File: src/rtl/seq_mul_pkg.sv
// Shared definitions for the sequential shift-add multiplier:
// controller states, default operand width and product width helper.
package seq_mul_pkg;

    typedef enum logic [1:0] {
        IDLE,
        CALC,
        SIGN,
        DONE
    } state_t;

    localparam int DEFAULT_W = 4;

    function automatic int prod_width(input int w);
        return 2 * w;
    endfunction

endpackage

File: src/rtl/cond_negate.sv
// Conditional two's-complement negation: dout = neg ? -din : din.
module cond_negate #(
    parameter int N = 4
) (
    input  logic         neg,
    input  logic [N-1:0] din,
    output logic [N-1:0] dout
);

    assign dout = neg ? -din : din;

endmodule

File: src/rtl/seq_array_mul.sv
// Radix-2 shift-add multiplier, one multiplier bit per cycle, signed or
// unsigned operands, valid/ready handshakes on both sides.
module seq_array_mul
    import seq_mul_pkg::*;
#(
    parameter int W = DEFAULT_W
) (
    input  logic                     clk,
    input  logic                     rst,
    input  logic                     in_valid,
    output logic                     in_ready,
    input  logic [W-1:0]             a,
    input  logic [W-1:0]             b,
    input  logic                     signed_mode,
    output logic                     out_valid,
    input  logic                     out_ready,
    output logic [prod_width(W)-1:0] p,
    output logic                     busy
);

    localparam int PW = prod_width(W);
    localparam logic [W-1:0] LAST = W'(W - 1);

    state_t         state_q;
    state_t         state_d;
    logic [W-1:0]   count_q;
    logic [W-1:0]   mcand_q;
    logic [PW:0]    acc_q;
    logic           neg_q;
    logic [W-1:0]   mag_a;
    logic [W-1:0]   mag_b;
    logic [PW-1:0]  p_final;
    logic [W:0]     partial;

    // Operand magnitudes; |-2^(W-1)| still fits in W unsigned bits.
    cond_negate #(.N(W)) u_abs_a (
        .neg  (signed_mode & a[W-1]),
        .din  (a),
        .dout (mag_a)
    );

    cond_negate #(.N(W)) u_abs_b (
        .neg  (signed_mode & b[W-1]),
        .din  (b),
        .dout (mag_b)
    );

    cond_negate #(.N(PW)) u_fix_sign (
        .neg  (neg_q),
        .din  (acc_q[PW-1:0]),
        .dout (p_final)
    );

    assign in_ready = (state_q == IDLE);

    always_comb begin
        state_d = state_q;
        partial = acc_q[PW:W];
        // acc_q[0] is the current multiplier bit; the multiplier shifts out as the product shifts in.
        if (acc_q[0]) begin
            partial = acc_q[PW:W] + {1'b0, mcand_q};
        end
        case (state_q)
            IDLE:    if (in_valid) state_d = CALC;
            CALC:    if (count_q == LAST) state_d = SIGN;
            SIGN:    state_d = DONE;
            DONE:    if (out_ready) state_d = IDLE;
            default: state_d = IDLE;
        endcase
    end

    always_ff @(posedge clk or posedge rst) begin
        if (rst) begin
            state_q   <= IDLE;
            count_q   <= '0;
            mcand_q   <= '0;
            acc_q     <= '0;
            neg_q     <= 1'b0;
            p         <= '0;
            out_valid <= 1'b0;
            busy      <= 1'b0;
        end else begin
            state_q   <= state_d;
            out_valid <= (state_d == DONE);
            busy      <= (state_d == CALC) || (state_d == SIGN);
            case (state_q)
                IDLE: begin
                    if (in_valid) begin
                        mcand_q <= mag_a;
                        acc_q   <= {1'b0, {W{1'b0}}, mag_b};
                        neg_q   <= signed_mode & (a[W-1] ^ b[W-1]);
                        count_q <= '0;
                    end
                end
                CALC: begin
                    acc_q   <= {1'b0, partial, acc_q[W-1:1]};
                    count_q <= (count_q == LAST) ? '0 : count_q + 1'b1;
                end
                SIGN: begin
                    p <= p_final;
                end
                default: ;
            endcase
        end
    end

endmodule

File: config.mk
export PLATFORM = sky130hd
export DESIGN_NAME = seq_array_mul
export DESIGN_NICKNAME = d
export VERILOG_FILES = /design/src/rtl/seq_mul_pkg.sv /design/src/rtl/cond_negate.sv /design/src/rtl/seq_array_mul.sv
export SDC_FILE = /design/constraint.sdc
export NUM_CORES = 1
export LEC_CHECK = 0
export CORE_ASPECT_RATIO = 1.25
export CORE_MARGIN = 5
export CORE_UTILIZATION = 50
export DETAILED_ROUTE_END_ITERATION = 7
export DONT_BUFFER_PORTS = 1
export PLACE_DENSITY = 0.69
export REMOVE_ABC_BUFFERS = 1
export SYNTH_ARGS = -nofsm -noshare
export SYNTH_HDL_FRONTEND = slang
export SYNTH_SLANG_ARGS = --single-unit
export TNS_END_PERCENT = 20
File: constraint.sdc
create_clock -name clk -period 4.5 [get_ports clk]
set_input_delay 0.675 -clock clk [delete_from_list [all_inputs] [get_ports clk]]
set_output_delay 0.675 -clock clk [all_outputs]
set_load 0.02 [all_outputs]
Yosys cells after proc, flatten, opt, wreduce, memory -nomap -nowiden. Cells that the tools add are included.

Flip-flop bits (word level): 30. Input bits: 13. Output and inout bits: 11. Logic and storage cells: 43.

$add $sub $neg: 5. Eq/ne operators: 8. Muxes and demuxes: 13. Bitwise logic cells: 4. Reduce and logical (&&, ||, !) cells: 5.

Operators by type and width (count): case mux 9 bit (2 select lines) (1); 2-to-1 mux 4 bit (4); 2-to-1 mux 9 bit (1); equality test 2 bit, second input constant (4); 2-to-1 mux 8 bit (1); negation 4 bit (2); negation 8 bit (1); case mux 2 bit (4 select lines) (1); case mux 4 bit (2 select lines) (1); 2-to-1 mux 2 bit (3); adder 5 x 4 -> 5 bit (1); 2-to-1 mux 5 bit (1); adder 4 x 1 -> 4 bit, second input constant (1); equality test 2 x 1 -> 1 bit, second input constant (2); equality test 4 x 2 -> 1 bit, second input constant (1); AND reduction 2 bit (2); AND 1 bit (3); logical NOT 2 bit (1); != test 2 bit, second input constant (1); nonzero test 2 bit (1); logical OR 1 bit (1); XOR 1 bit (1).

Longest topological paths before layout.
Depth after elaboration: 5. Mapped depth: 7. Depth with buffers taken out: 7.

Modules after synthesis. A second synthesis with hierarchy kept.

Cell total of the unflattened synthesis: 160. Area, all modules: 1686.6 µm².

Modules (own cells, without submodules): seq_array_mul (instances 1, cells an instance 119, area each 1370.1 µm², sequential area each 725.7 µm²); cond_negate (u_fix_sign) (instances 1, cells an instance 21, area each 171.4 µm², sequential area each 0.0 µm²); cond_negate (u_abs_a ...) (instances 2, cells an instance 10, area each 72.6 µm², sequential area each 0.0 µm²).

Worst setup path before layout. Ideal clock, no wire load.

Path type: input port to flip-flop. Start: input port in_valid. End: register acc_q[3]. Setup time: 0.136 ns. Arrival time: 1.394 ns. Data required time: 4.364 ns. Slack: 2.970 ns. Stages: 3. Path buffers: 1. Cells stage by stage: o21bai_1 clkbuf_1 o21ai_0.

Cells in the longest elaborated chain, start to end: 2.

Ends and longest elaborated chain: start, declared (RTL line seq_array_mul.sv:10) `input logic in_valid,`; != test 2 bit (no source line); AND reduction 2 bit (no source line); end signal, assigned (RTL line seq_array_mul.sv:90) `acc_q <= {1'b0, {W{1'b0}}, mag_b};`; end signal, assigned (RTL line seq_array_mul.sv:96) `acc_q <= {1'b0, partial, acc_q[W-1:1]};`; end, declared (RTL line seq_array_mul.sv:28) `logic [PW:0] acc_q;`.

Every way passes these cells. A chain may end at the register's enable or synchronous reset.

Worst setup path after layout.
Start: register state_q[0]. End: register acc_q[2].

Cells in the longest elaborated chain, start to end: 3. Elaborated cells on any way between the ends: 6. Classes of those cells: eq/ne: 2; mux: 1; reduce/logical: 3.

Ends and longest elaborated chain: start, declared (RTL line seq_array_mul.sv:24) `state_t state_q;`; start signal, assigned (RTL line seq_array_mul.sv:83) `state_q <= state_d;`; equality test 2 x 1 -> 1 bit / logical NOT 2 bit (equally long branches) (RTL line seq_array_mul.sv:86) `case (state_q)`; nonzero test 2 bit (no source line) / != test 2 bit (equally long branches); AND reduction 2 bit (no source line).

Parallel ways exist; a longest one is shown, timed or not.

==> results.cfg <==
[run_status]
status = completed

[timing]
post-route-min-period_ns = 1.89
max_freq_mhz = 528
hold_viol_final = 0
max_slew.worst_pin.slew_ns = 1.08
setup_viol = 0
final.setup.tns_ns = 0
postLayoutSetupSlackWorst_ns = 2.61
fin_worst_skew_ns = 0.00499
slew_viol_final = 0
rsz0062_at_grt = false
relSlewSlack = 0.281
post-route-period-util = 0.421

[detailed_routing]
ant_nets = 0
highest_layer = met4
wl_mm = 2.97
vias = 1182
post_drt_wl_per_cell_um = 14.2
post_drt_via_cell_ratio = 5.63
drc = 0
wl_met3_um = 258
dr_wl_met2_mm = 1.50
initialDrtViolationCount = 33
first_pass_iters = 4
met1_length_mm = 1.17

[clock_tree]
cts_tree = yes
clock_path_buffers = 2
cts_hold_buf = 0
cts_max_level = 2
cts_setup_buffers = 0
cts_buffers = 5
cts_num_sinks = 29
ctsRootBufferMaster = clkbuf_8
cts_resized = 0
path_clk_slew_ns = 0.06
worstSkewPairLatency_ns = 0.27

[setup_path]
crit_type = reg2reg
cp.arrival_ns = 2.07
path_max_fanout = 16
endpoint_kind = flop
crit_required_ns = 4.67
reg2reg_slack_ns = 2.61
start_kind = flop

[layout]
fillers = 300
diodes = 0
area_delta_synth_final_pct = 6.03
design_area_mm2 = 0.00169
drive_gt1_frac = 0.0462
nets = 195

[power]
pwr-share-comb = 0.365
total_power_w = 0.00115
p_clk_frac = 0.175
switching_share = 0.426
seqPwrFrac = 0.461
p_per_area_mw_per_mm2 = 679
ir_worst_vdd_v = 0.000350
power_switching_w = 0.000489
power.internal_w = 0.000661
p_leak_nw = 0.797

[synth]
yosysUniqueCellTypes = 33
yosysWarnings = 0
ys.flop_type = dfrtp_1
synth_most_common_cell = dfrtp_1
synth_top_area_frac = 0.455
synth_seq_cells = 29
ys_seq_area_frac = 0.455
async_flop_share = 1.00
syn-instance-count = 169
synthTopCellsByCount = 29 x dfrtp_1, 27 x nand2_1, 21 x o21ai_0
synth_edf_count = 0
yosysTopAreaCell = dfrtp_1
syn_avg_cell_area_um2 = 9.45
synth_area_leaders = dfrtp_1 45%, ha_1 7.1%, o21ai_0 6.6%
syn-cell-area_mm2 = 0.00160

[run]
drv_cap = 0

[placement]
dp_hpwl_mm = 2.31
finalWeightedCongestion = 0.728
place_ws_ns = 2.48
post_dp_cell_area_mm2 = 0.00161
port_buffers = 0

[worst_hold_path]
hold_class = reg2reg

[global_route]
grt_max_degree = 30
gr-total-overflow = 0
gr-usage-all-layers = 0.157
grt_pass1_vias = 1194
antenna_found_initial = 0
grt_pass1_wl_mm = 5.20

[floorplanning]
initial_core_util = 0.509
die_area_mm2 = 0.00443
die_h_um = 73.2
coreArea_mm2 = 0.00314
fp-row-count = 23
ios = 24
die_x_um = 60.5
[placed cells by master, fill, tap and decap left out, types with 2 or more instances in the layout]
cell type | Yosys | layout
xnor2_1 | 5 | 5
nand2b_1 | 2 | 2
o21ai_1 | 3 | 3
nand2_1 | 27 | 27
o31ai_1 | 2 | 2
nor2_1 | 7 | 7
clkbuf_1 | 2 | 3
ha_1 | 9 | 9
a221oi_1 | 2 | 2
a32oi_1 | 2 | 2
nor2b_1 | 4 | 4
clkbuf_8 | 0 | 5
mux2i_1 | 3 | 3
inv_1 | 16 | 16
dfrtp_1 | 29 | 29
a211oi_1 | 2 | 2
xor2_1 | 5 | 5
a21oi_1 | 6 | 6
nand3_1 | 5 | 5
a21o_1 | 3 | 3
o21ai_0 | 21 | 21
[worst max-delay path, stage by stage, from the launching register on]
cell,delay (ns)
dfrtp_1,0.47
o21bai_1,0.85
nor2_1,0.18
a221oi_1,0.31
[final timing paths]
path / cells after the start / from / to
max reg2reg: 3 / state_q[0] / acc_q[2]
min reg2reg: 2 / mcand_q[3] / mcand_q[3]
max: 3 / state_q[0] / acc_q[2]
min: 2 / mcand_q[3] / mcand_q[3]
max in group asynchronous: 1 / rst / state_q[1]
min in group asynchronous: 1 / rst / p[2]
[area by class of cell]
cell class	instances	area (um^2)	area share
Inverter	16	60.1	0.0355
Clock buffer	8	80.1	0.0473
Multi-Input combinational cell	120	781	0.461
Tap cell	37	46.3	0.0273
Sequential cell	29	726	0.429
[power by group through the flow]
stage	combinational, W	clock [W]	sequential [W]
detailed placement	0.000426	0	0.000535
finish	0.000419	0.000201	0.000530
floorplan	0.000347	0	0.000504
CTS	0.000428	0.000203	0.000533
global route	0.000493	0.000215	0.000550
global placement	0.000402	0	0.000532
[registers in the layout (all words and copies together), names as in the netlist]
| name | count |
|---|---|
| acc_q | 8 |
| out_valid | 1 |
| busy | 1 |
| p | 8 |
| state_q | 2 |
| count_q | 4 |
| neg_q | 1 |
| mcand_q | 4 |
[cell families (layout without fill, tap and decap cells)]
family                     after synthesis  count (layout)  synth area share
and+or+nand+nor                         51              51             0.147
adders and majority gates               10              10            0.0831
buffers and inverters                   20              24            0.0564
xor gates and xnor gates                10              10            0.0549
AOI/OAI and AO/OA                       45              45             0.178
muxes                                    4               4            0.0259
DFF                                     29              29             0.455
[routing by layer]
layer | global-route usage | vias to the layer above
met5 | 0 | -
met4 | 0.0578 | 0
met3 | 0.0602 | 7
met2 | 0.264 | 51
met1 | 0.177 | 533
li1 | - | 591
[through the flow]
stage,cells,util,hold slack [ns]
global placement,202,0.514,0.476
CTS,210,0.540,0.495
floorplan,165,-,0.456
global route,210,0.540,0.515
finish,210,0.540,0.489
detailed placement,202,0.514,0.478
Note: power is estimated with default switching activity, not from simulation.
